### config.mk
export PLATFORM = sky130hd
export DESIGN_NAME = alu_exec_ctrl
export DESIGN_NICKNAME = d
export VERILOG_FILES = /design/src/rtl/alu_exec_pkg.sv /design/src/rtl/alu_exec_decode.sv /design/src/rtl/alu_exec_ctrl.sv
export SDC_FILE = /design/constraint.sdc
export NUM_CORES = 1
export LEC_CHECK = 0
export CAP_MARGIN = 20
export CORE_MARGIN = 3
export CORE_UTILIZATION = 30
export DETAILED_ROUTE_END_ITERATION = 16
export PLACE_DENSITY_LB_ADDON = 0.15
export SYNTH_ARGS = -nofsm -noshare
export SYNTH_HDL_FRONTEND = slang
export SYNTH_HIERARCHICAL = 1
export SYNTH_SLANG_ARGS = --single-unit
export TNS_END_PERCENT = 10
### constraint.sdc
create_clock -name clock -period 3.65 [get_ports clock]
set_input_delay 0.5475 -clock clock [delete_from_list [all_inputs] [get_ports clock]]
set_output_delay 0.5475 -clock clock [all_outputs]
set_load 0.05 [all_outputs]
### src/rtl/alu_exec_pkg.sv
// Shared constants for the ALU execute controller: ALU control codes, opcode/funct
// encodings and the FSM state type.
package alu_exec_pkg;

   localparam logic [3:0] ALU_AND     = 4'd0;
   localparam logic [3:0] ALU_OR      = 4'd1;
   localparam logic [3:0] ALU_ADD     = 4'd2;
   localparam logic [3:0] ALU_SUB     = 4'd6;
   localparam logic [3:0] ALU_SLT     = 4'd7;
   localparam logic [3:0] ALU_NOR     = 4'd12;
   localparam logic [3:0] ALU_ILLEGAL = 4'd15;

   localparam logic [5:0] OP_RTYPE = 6'h00;
   localparam logic [5:0] OP_BEQ   = 6'h04;
   localparam logic [5:0] OP_BNE   = 6'h05;
   localparam logic [5:0] OP_ADDI  = 6'h08;
   localparam logic [5:0] OP_LW    = 6'h23;
   localparam logic [5:0] OP_SW    = 6'h2B;

   localparam logic [5:0] FN_ADD = 6'h20;
   localparam logic [5:0] FN_SUB = 6'h22;
   localparam logic [5:0] FN_AND = 6'h24;
   localparam logic [5:0] FN_OR  = 6'h25;
   localparam logic [5:0] FN_NOR = 6'h27;
   localparam logic [5:0] FN_SLT = 6'h2A;

   typedef enum logic [1:0] {
      ST_IDLE = 2'd0,
      ST_EXEC = 2'd1,
      ST_DONE = 2'd2
   } state_t;

endpackage

### src/rtl/alu_exec_decode.sv
// Combinational decode of (opcode, funct) into ALU control plus branch/illegal/overflow
// qualifiers.
module alu_exec_decode
   import alu_exec_pkg::*;
(
   input  logic [5:0] opcode,
   input  logic [5:0] funct,
   output logic [3:0] alu_ctl,
   output logic       is_beq,
   output logic       is_bne,
   output logic       illegal,
   output logic       ovf_check
);

   always_comb begin
      alu_ctl   = ALU_ILLEGAL;
      is_beq    = 1'b0;
      is_bne    = 1'b0;
      illegal   = 1'b1;
      ovf_check = 1'b0;
      case (opcode)
         OP_RTYPE: begin
            illegal = 1'b0;
            case (funct)
               FN_ADD:  begin alu_ctl = ALU_ADD; ovf_check = 1'b1; end
               FN_SUB:  begin alu_ctl = ALU_SUB; ovf_check = 1'b1; end
               FN_AND:  alu_ctl = ALU_AND;
               FN_OR:   alu_ctl = ALU_OR;
               FN_NOR:  alu_ctl = ALU_NOR;
               FN_SLT:  alu_ctl = ALU_SLT;
               default: illegal = 1'b1;
            endcase
         end
         OP_ADDI: begin alu_ctl = ALU_ADD; illegal = 1'b0; ovf_check = 1'b1; end
         // Address arithmetic for loads/stores never reports overflow.
         OP_LW, OP_SW: begin alu_ctl = ALU_ADD; illegal = 1'b0; end
         OP_BEQ: begin alu_ctl = ALU_SUB; illegal = 1'b0; is_beq = 1'b1; end
         OP_BNE: begin alu_ctl = ALU_SUB; illegal = 1'b0; is_bne = 1'b1; end
         default: ;
      endcase
   end

endmodule

### src/rtl/alu_exec_ctrl.sv
// Three-state (IDLE/EXEC/DONE) controller that drives an external ALU from registered
// operands and latches its result. Optional overflow detection: ALU_EXEC_OVF_DETECT_EN.
module alu_exec_ctrl
   import alu_exec_pkg::*;
(
   input  logic        clock,
   input  logic        reset,
   input  logic        in_valid,
   output logic        in_ready,
   input  logic [5:0]  in_opcode,
   input  logic [5:0]  in_funct,
   input  logic [31:0] in_a,
   input  logic [31:0] in_b,
   output logic [3:0]  alu_ctl,
   output logic [31:0] alu_a,
   output logic [31:0] alu_b,
   input  logic [31:0] alu_out,
   input  logic        alu_zero,
   output logic        out_valid,
   input  logic        out_ready,
   output logic [31:0] out_result,
   output logic        out_taken,
   output logic        out_illegal,
   output logic        out_ovf
);

   state_t     state;
   logic [3:0] dec_ctl;
   logic       dec_beq, dec_bne, dec_illegal, dec_ovf_check;
   logic       is_beq, is_bne, illegal, ovf_chk;

   alu_exec_decode u_decode (
      .opcode    (in_opcode),
      .funct     (in_funct),
      .alu_ctl   (dec_ctl),
      .is_beq    (dec_beq),
      .is_bne    (dec_bne),
      .illegal   (dec_illegal),
      .ovf_check (dec_ovf_check)
   );

   always_ff @(posedge clock) begin
      if (reset) begin
         state       <= ST_IDLE;
         in_ready    <= 1'b1;
         out_valid   <= 1'b0;
         alu_ctl     <= ALU_AND;
         alu_a       <= '0;
         alu_b       <= '0;
         is_beq      <= 1'b0;
         is_bne      <= 1'b0;
         illegal     <= 1'b0;
         ovf_chk     <= 1'b0;
         out_result  <= '0;
         out_taken   <= 1'b0;
         out_illegal <= 1'b0;
      end else begin
         case (state)
            ST_IDLE: if (in_valid) begin
               alu_a    <= in_a;
               alu_b    <= in_b;
               alu_ctl  <= dec_ctl;
               is_beq   <= dec_beq;
               is_bne   <= dec_bne;
               illegal  <= dec_illegal;
               ovf_chk  <= dec_ovf_check;
               in_ready <= 1'b0;
               state    <= ST_EXEC;
            end
            ST_EXEC: begin
               // Illegal requests discard whatever the ALU produced.
               out_result  <= illegal ? '0 : alu_out;
               out_taken   <= (is_beq & alu_zero) | (is_bne & ~alu_zero);
               out_illegal <= illegal;
               out_valid   <= 1'b1;
               state       <= ST_DONE;
            end
            ST_DONE: if (out_ready) begin
               out_valid <= 1'b0;
               in_ready  <= 1'b1;
               state     <= ST_IDLE;
            end
            default: begin
               out_valid <= 1'b0;
               in_ready  <= 1'b1;
               state     <= ST_IDLE;
            end
         endcase
      end
   end

`ifdef ALU_EXEC_OVF_DETECT_EN
   logic ovf_add, ovf_sub, ovf_q;
   assign ovf_add = (alu_a[31] == alu_b[31]) && (alu_out[31] != alu_a[31]);
   assign ovf_sub = (alu_a[31] != alu_b[31]) && (alu_out[31] != alu_a[31]);

   always_ff @(posedge clock) begin
      if (reset)
         ovf_q <= 1'b0;
      else if (state == ST_EXEC)
         ovf_q <= ovf_chk & ~illegal & ((alu_ctl == ALU_SUB) ? ovf_sub : ovf_add);
   end
   assign out_ovf = ovf_q;
`else
   logic unused_ovf_chk;
   assign unused_ovf_chk = ovf_chk;
   assign out_ovf        = 1'b0;
`endif

endmodule

==> results.sh, run 1 <==
export IMPL_status="complete, no violations"
export IMPL_cts_hold_buf=0
export IMPL_clkSlewWorstSetupHoldPaths_ps=70
export IMPL_wirelength_um=12500
export IMPL_firstDrtPassIters=4
export IMPL_syn_avg_cell_area_um2=8.13
export IMPL_cts_buffers=9
export IMPL_clkSinkCount=109
export IMPL_relSlewSlack_pct=41.0
export IMPL_fin_tns_setup_ps=0
export IMPL_start_util_pct=31.0
export IMPL_dr_wl_met2_um=5950
export IMPL_critPathLaunchType="input pin"
export IMPL_power_switching_mw=0.884
export IMPL_hold_slack_ps=452
export IMPL_gp_congestion=0.731
export IMPL_cellLeakagePower_nw=2.36
export IMPL_period_minus_slack_ps=2160
export IMPL_viasPerCell=4.63
export IMPL_p_int_mw=2.10
export IMPL_drv_cap=0
export IMPL_fin_area_mm2=0.00663
export IMPL_area_growth_pct=60.5
export IMPL_cts_resized=0
export IMPL_wl_per_cell_um=14.2
export IMPL_drt_iter0_drc=195
export IMPL_routed_top_layer="met4"
export IMPL_seqPwrFrac_pct=43.7
export IMPL_post_dp_hpwl_um=8630
export IMPL_finalCritPeriodShare_pct=59.2
export IMPL_setup_violations=0
export IMPL_critPathTopFamily="simple AND/OR/NAND/NOR gates"
export IMPL_finalMaxSlewViolations=0
export IMPL_grtUsageTotal_pct=15.8
export IMPL_final_cell_mix="clkdlybuf4s50_1 (215), nand2_1 (179), dfxtp_1 (109), a21oi_1 (107), nand3b_1 (32)"
export IMPL_syn_instance_count=508
export IMPL_core_area_mm2=0.0133
export IMPL_first_global_vias=3927
export IMPL_cp_data_required_time_ps=3890
export IMPL_path_class="in2reg"
export IMPL_worst_pin_slew_ps=883
export IMPL_mostFrequentLayoutCell="clkdlybuf4s50_1"
export IMPL_syn_nets=621
export IMPL_drc=0
export IMPL_io_pins=218
export IMPL_finalHoldViolCount=0
export IMPL_irDropWorstVdd_v=0.000302
export IMPL_critical_path_buf_inv_count=2
export IMPL_worst_setup_path_end_kind="register"
export IMPL_critPathSlowestCell="or3b_2"
export IMPL_cp_arrival_ps=2400
export IMPL_cpPeakStageDelay_ps=770
export IMPL_wl_met3_um=1150
export IMPL_ant_nets=0
export IMPL_fmax_mhz=462
export IMPL_root_buffer="clkbuf_16"
export IMPL_finalClockSkew_ps=7.82
export IMPL_rsz0062_at_grt="false"
export IMPL_port_buffers=216
export IMPL_swShare_pct=29.7
export IMPL_dieHeight_um=123
export IMPL_chipWidth_um=123
export IMPL_pwr_share_comb_pct=23.6
export IMPL_min_delay_path_class="reg2reg"
export IMPL_postCtsSetupBuffers=0
export IMPL_crit_fanout=38
export IMPL_syn_area_mm2=0.00413
export IMPL_grt_pass1_wl_um=19000
export IMPL_rows=42
export IMPL_die_area_mm2=0.0152
export IMPL_overflow=0
export IMPL_worst_path_most_repeated_cell="nor2_1"
export IMPL_drt_met1_wl_um=5280
export IMPL_cp_cell_sequence="clkdlybuf4s50_1 > or3b_2 > buf_4 > nor2_1 > nor2_1"
export IMPL_diodes=0
export IMPL_antenna_found_initial=0
export IMPL_drive_above_1_share_pct=3.82
export IMPL_finalNetCount=814
export IMPL_yosys_warnings=6
export IMPL_cts_buffer_depth=2
export IMPL_p_per_area_mw_per_mm2=449
export IMPL_vias=4085
export IMPL_grt_max_degree=110
export IMPL_worstSkewPairLatency_ps=340
export IMPL_cts_tree="yes"
export IMPL_placed_cell_area_mm2=0.00631
export IMPL_pwr_share_clk_pct=32.7
export IMPL_htreeDepth=3
-- final cells by class --
class | instances | area [um2]
well taps | 176 | 220
inverters | 1 | 3.75
flip-flops and latches | 109 | 2180
fillers | 1275 | 6720
multi-input cells | 358 | 1710
clock buffers | 13 | 250
repair buffers | 222 | 2220
clock inverters | 3 | 43.8
-- tightest hold or removal path, delay by kind of cell, from the launching register on --
kind             cells  cell delay (ps)
flip-flops           1              310
AO/OA/AOI/OAI        1               50
AND/OR/NAND/NOR      1               50
-- metal layers --
layer / global-route usage (%) / vias to the layer above
met2: 26.1 / 148
met3: 7.50 / 10
met5: 0 / -
met4: 4.84 / 0
li1: - / 2045
met1: 18.2 / 1882
-- power by group through the flow --
| stage | combinational [mW] | sequential [mW] | clock (mW) |
|---|---|---|---|
| after floorplan | 0.188 | 1.56 | 0 |
| after global placement | 0.698 | 1.33 | 0 |
| after detailed placement | 0.703 | 1.33 | 0 |
| after CTS | 0.706 | 1.30 | 1.02 |
| after global routing | 0.749 | 1.31 | 1.06 |
| final | 0.702 | 1.30 | 0.974 |
-- sequential cells by signal (all words and copies together) (netlist names) --
| signal | flops |
|---|---|
| alu_a | 32 |
| alu_b | 32 |
| alu_ctl | 4 |
| illegal | 1 |
| in_ready | 1 |
| is_beq | 1 |
| is_bne | 1 |
| out_illegal | 1 |
| out_result | 32 |
| out_taken | 1 |
| out_valid | 1 |
| state | 2 |
-- worst paths after layout --
path / endpoint / from / depth (start not counted) / slack (ps)
worst min register to register: out_result[9] / out_result[9] / 2 / 450
worst max-delay path: in_ready / in_valid / 5 / 1490
worst min-delay path: out_result[9] / out_result[9] / 2 / 450
worst max register to register: alu_b[11] / state[0] / 4 / 1690
-- metrics by stage --
step | worst slack [ps] | power (mW) | std cells | util [%]
after CTS | 1460 | 3.03 | 881 | 49.5
after global routing | 1380 | 3.12 | 882 | 49.7
final | 1490 | 2.98 | 882 | 49.7
after floorplan | 2200 | 1.75 | 508 | -
after global placement | 1100 | 2.03 | 865 | 47.3
after detailed placement | 1080 | 2.03 | 865 | 47.3
Note: power is estimated with default switching activity, not from simulation.
==> run 2, diff against run 1 <==
Clock period 3.65 ns to 1.85 ns, I/O delays scaled along.
==> run 2 against run 1 <==
  * Via count down 0.86%
  * Hold slack worse by 46 ps
  * Die area unchanged
  * First-iteration DRC count down 1.5%
  * Worst setup slack worse by 1400 ps
  * Clock power up 96%
  * Final area up 1.2%
  * Largest power group unchanged
==> results.sh, run 2 (synthesis results as in run 1) <==
export IMPL_drive_above_1_share_pct=6.32
export IMPL_p_per_area_mw_per_mm2=879
export IMPL_hold_slack_ps=406
export IMPL_first_global_vias=3897
export IMPL_firstDrtPassIters=4
export IMPL_grt_pass1_wl_um=19100
export IMPL_crit_fanout=2
export IMPL_n_fill_cell=1313
export IMPL_viasPerCell=4.56
export IMPL_fmax_mhz=557
export IMPL_worst_setup_path_end_kind="output pin"
export IMPL_period_minus_slack_ps=1790
export IMPL_placed_cell_area_mm2=0.00642
export IMPL_gp_congestion=0.772
export IMPL_path_class="reg2out"
export IMPL_post_dp_hpwl_um=8880
export IMPL_io_pins=218
export IMPL_cts_buffers=9
export IMPL_ant_nets=0
export IMPL_clkSlewWorstSetupHoldPaths_ps=70
export IMPL_finalNetCount=821
export IMPL_fin_util_pct=50.3
export IMPL_cp_cell_sequence="clkdlybuf4s50_1"
export IMPL_irDropWorstVdd_v=0.000425
export IMPL_cts_buffer_depth=2
export IMPL_final_cell_mix="clkdlybuf4s50_1 (204), nand2_1 (179), dfxtp_1 (109), a21oi_1 (107), nand3b_1 (32)"
export IMPL_critPathTopFamily="buffers and inverters"
export IMPL_area_growth_pct=62.4
export IMPL_cpPeakStageDelay_ps=850
export IMPL_drc=0
export IMPL_wirelength_um=12400
export IMPL_multiInputGateArea_mm2=0.00171
export IMPL_rows=42
export IMPL_cp_data_required_time_ps=1570
export IMPL_cts_resized=0
export IMPL_fin_area_mm2=0.00671
export IMPL_postCtsSetupBuffers=0
export IMPL_fin_tns_setup_ps=0
export IMPL_diodes=0
export IMPL_mostFrequentLayoutCell="clkdlybuf4s50_1"
export IMPL_vias=4050
export IMPL_antenna_found_initial=0
export IMPL_reg_top3="alu_a x32, alu_b x32, out_result x32"
export IMPL_drv_cap=0
export IMPL_core_area_mm2=0.0133
export IMPL_status="complete, no violations"
export IMPL_htreeDepth=3
export IMPL_critical_path_buf_inv_count=1
export IMPL_grtUsageTotal_pct=15.8
export IMPL_rsz0062_at_grt="false"
export IMPL_cts_tree="yes"
export IMPL_chipWidth_um=123
export IMPL_cts_hold_buf=0
export IMPL_cellLeakagePower_nw=2.43
export IMPL_die_area_mm2=0.0152
export IMPL_cp_arrival_ps=1520
export IMPL_finalCritPeriodShare_pct=97.0
export IMPL_worstSkewPairLatency_ps=340
export IMPL_clkSinkCount=109
export IMPL_setup_violations=0
export IMPL_root_buffer="clkbuf_16"
export IMPL_register_area_mm2=0.00218
export IMPL_finalClockSkew_ps=5.74
export IMPL_grt_max_degree=68
export IMPL_worst_pin_slew_ps=565
export IMPL_critPathSlowestCell="clkdlybuf4s50_1"
export IMPL_min_delay_path_class="in2reg"
export IMPL_finalMaxSlewViolations=0
export IMPL_wl_per_cell_um=14.0
export IMPL_finalHoldViolCount=0
export IMPL_start_util_pct=31.0
export IMPL_drt_iter0_drc=192
export IMPL_dieHeight_um=123
export IMPL_critPathLaunchType="register"
export IMPL_relSlewSlack_pct=62.2
export IMPL_port_buffers=216
export IMPL_overflow=0
run 2: report_power, final:
part | internal, mW | switching [mW] | total [mW]
clock network | 1.08 | 0.825 | 1.91
registers | 2.49 | 0.0752 | 2.56
logic | 0.582 | 0.845 | 1.43
total | 4.15 | 1.74 | 5.90
run 2: worst paths after layout:
check / start / endpoint / slack, ps / depth (start not counted)
hold / removal: reset / state[1] / 410 / 2
setup reg to reg: state[0] / alu_ctl[2] / 390 / 5
setup / recovery: alu_b[31] / alu_b[31] / 60 / 1
hold reg to reg: out_result[25] / out_result[25] / 450 / 2
run 2: layout make-up:
cell class	instances	share of cell area (%)
timing repair buffer	229	34.3
sequential	109	32.5
multi-input combinational	358	25.4
clock buffer	12	3.67
tap	176	3.28
clock inverter	3	0.690
inverter	1	0.0559
run 2: through the flow:
stage          std cells  worst slack, ps  power, mW
3_3_place_gp         873             77.4       4.04
4_1_cts              888             40.9       6.00
3_5_place_dp         873             70.3       4.06
2_1_floorplan        508              626       3.45
5_1_grt              888            0.285       6.18
6_report             888             55.9       5.90
run 2: layer usage:
metal / wire [um] / track usage (%)
met5: 0 / 0
met4: 106 / 3.53
met3: 1160 / 7.04
met2: 5930 / 26.6
met1: 5240 / 18.5
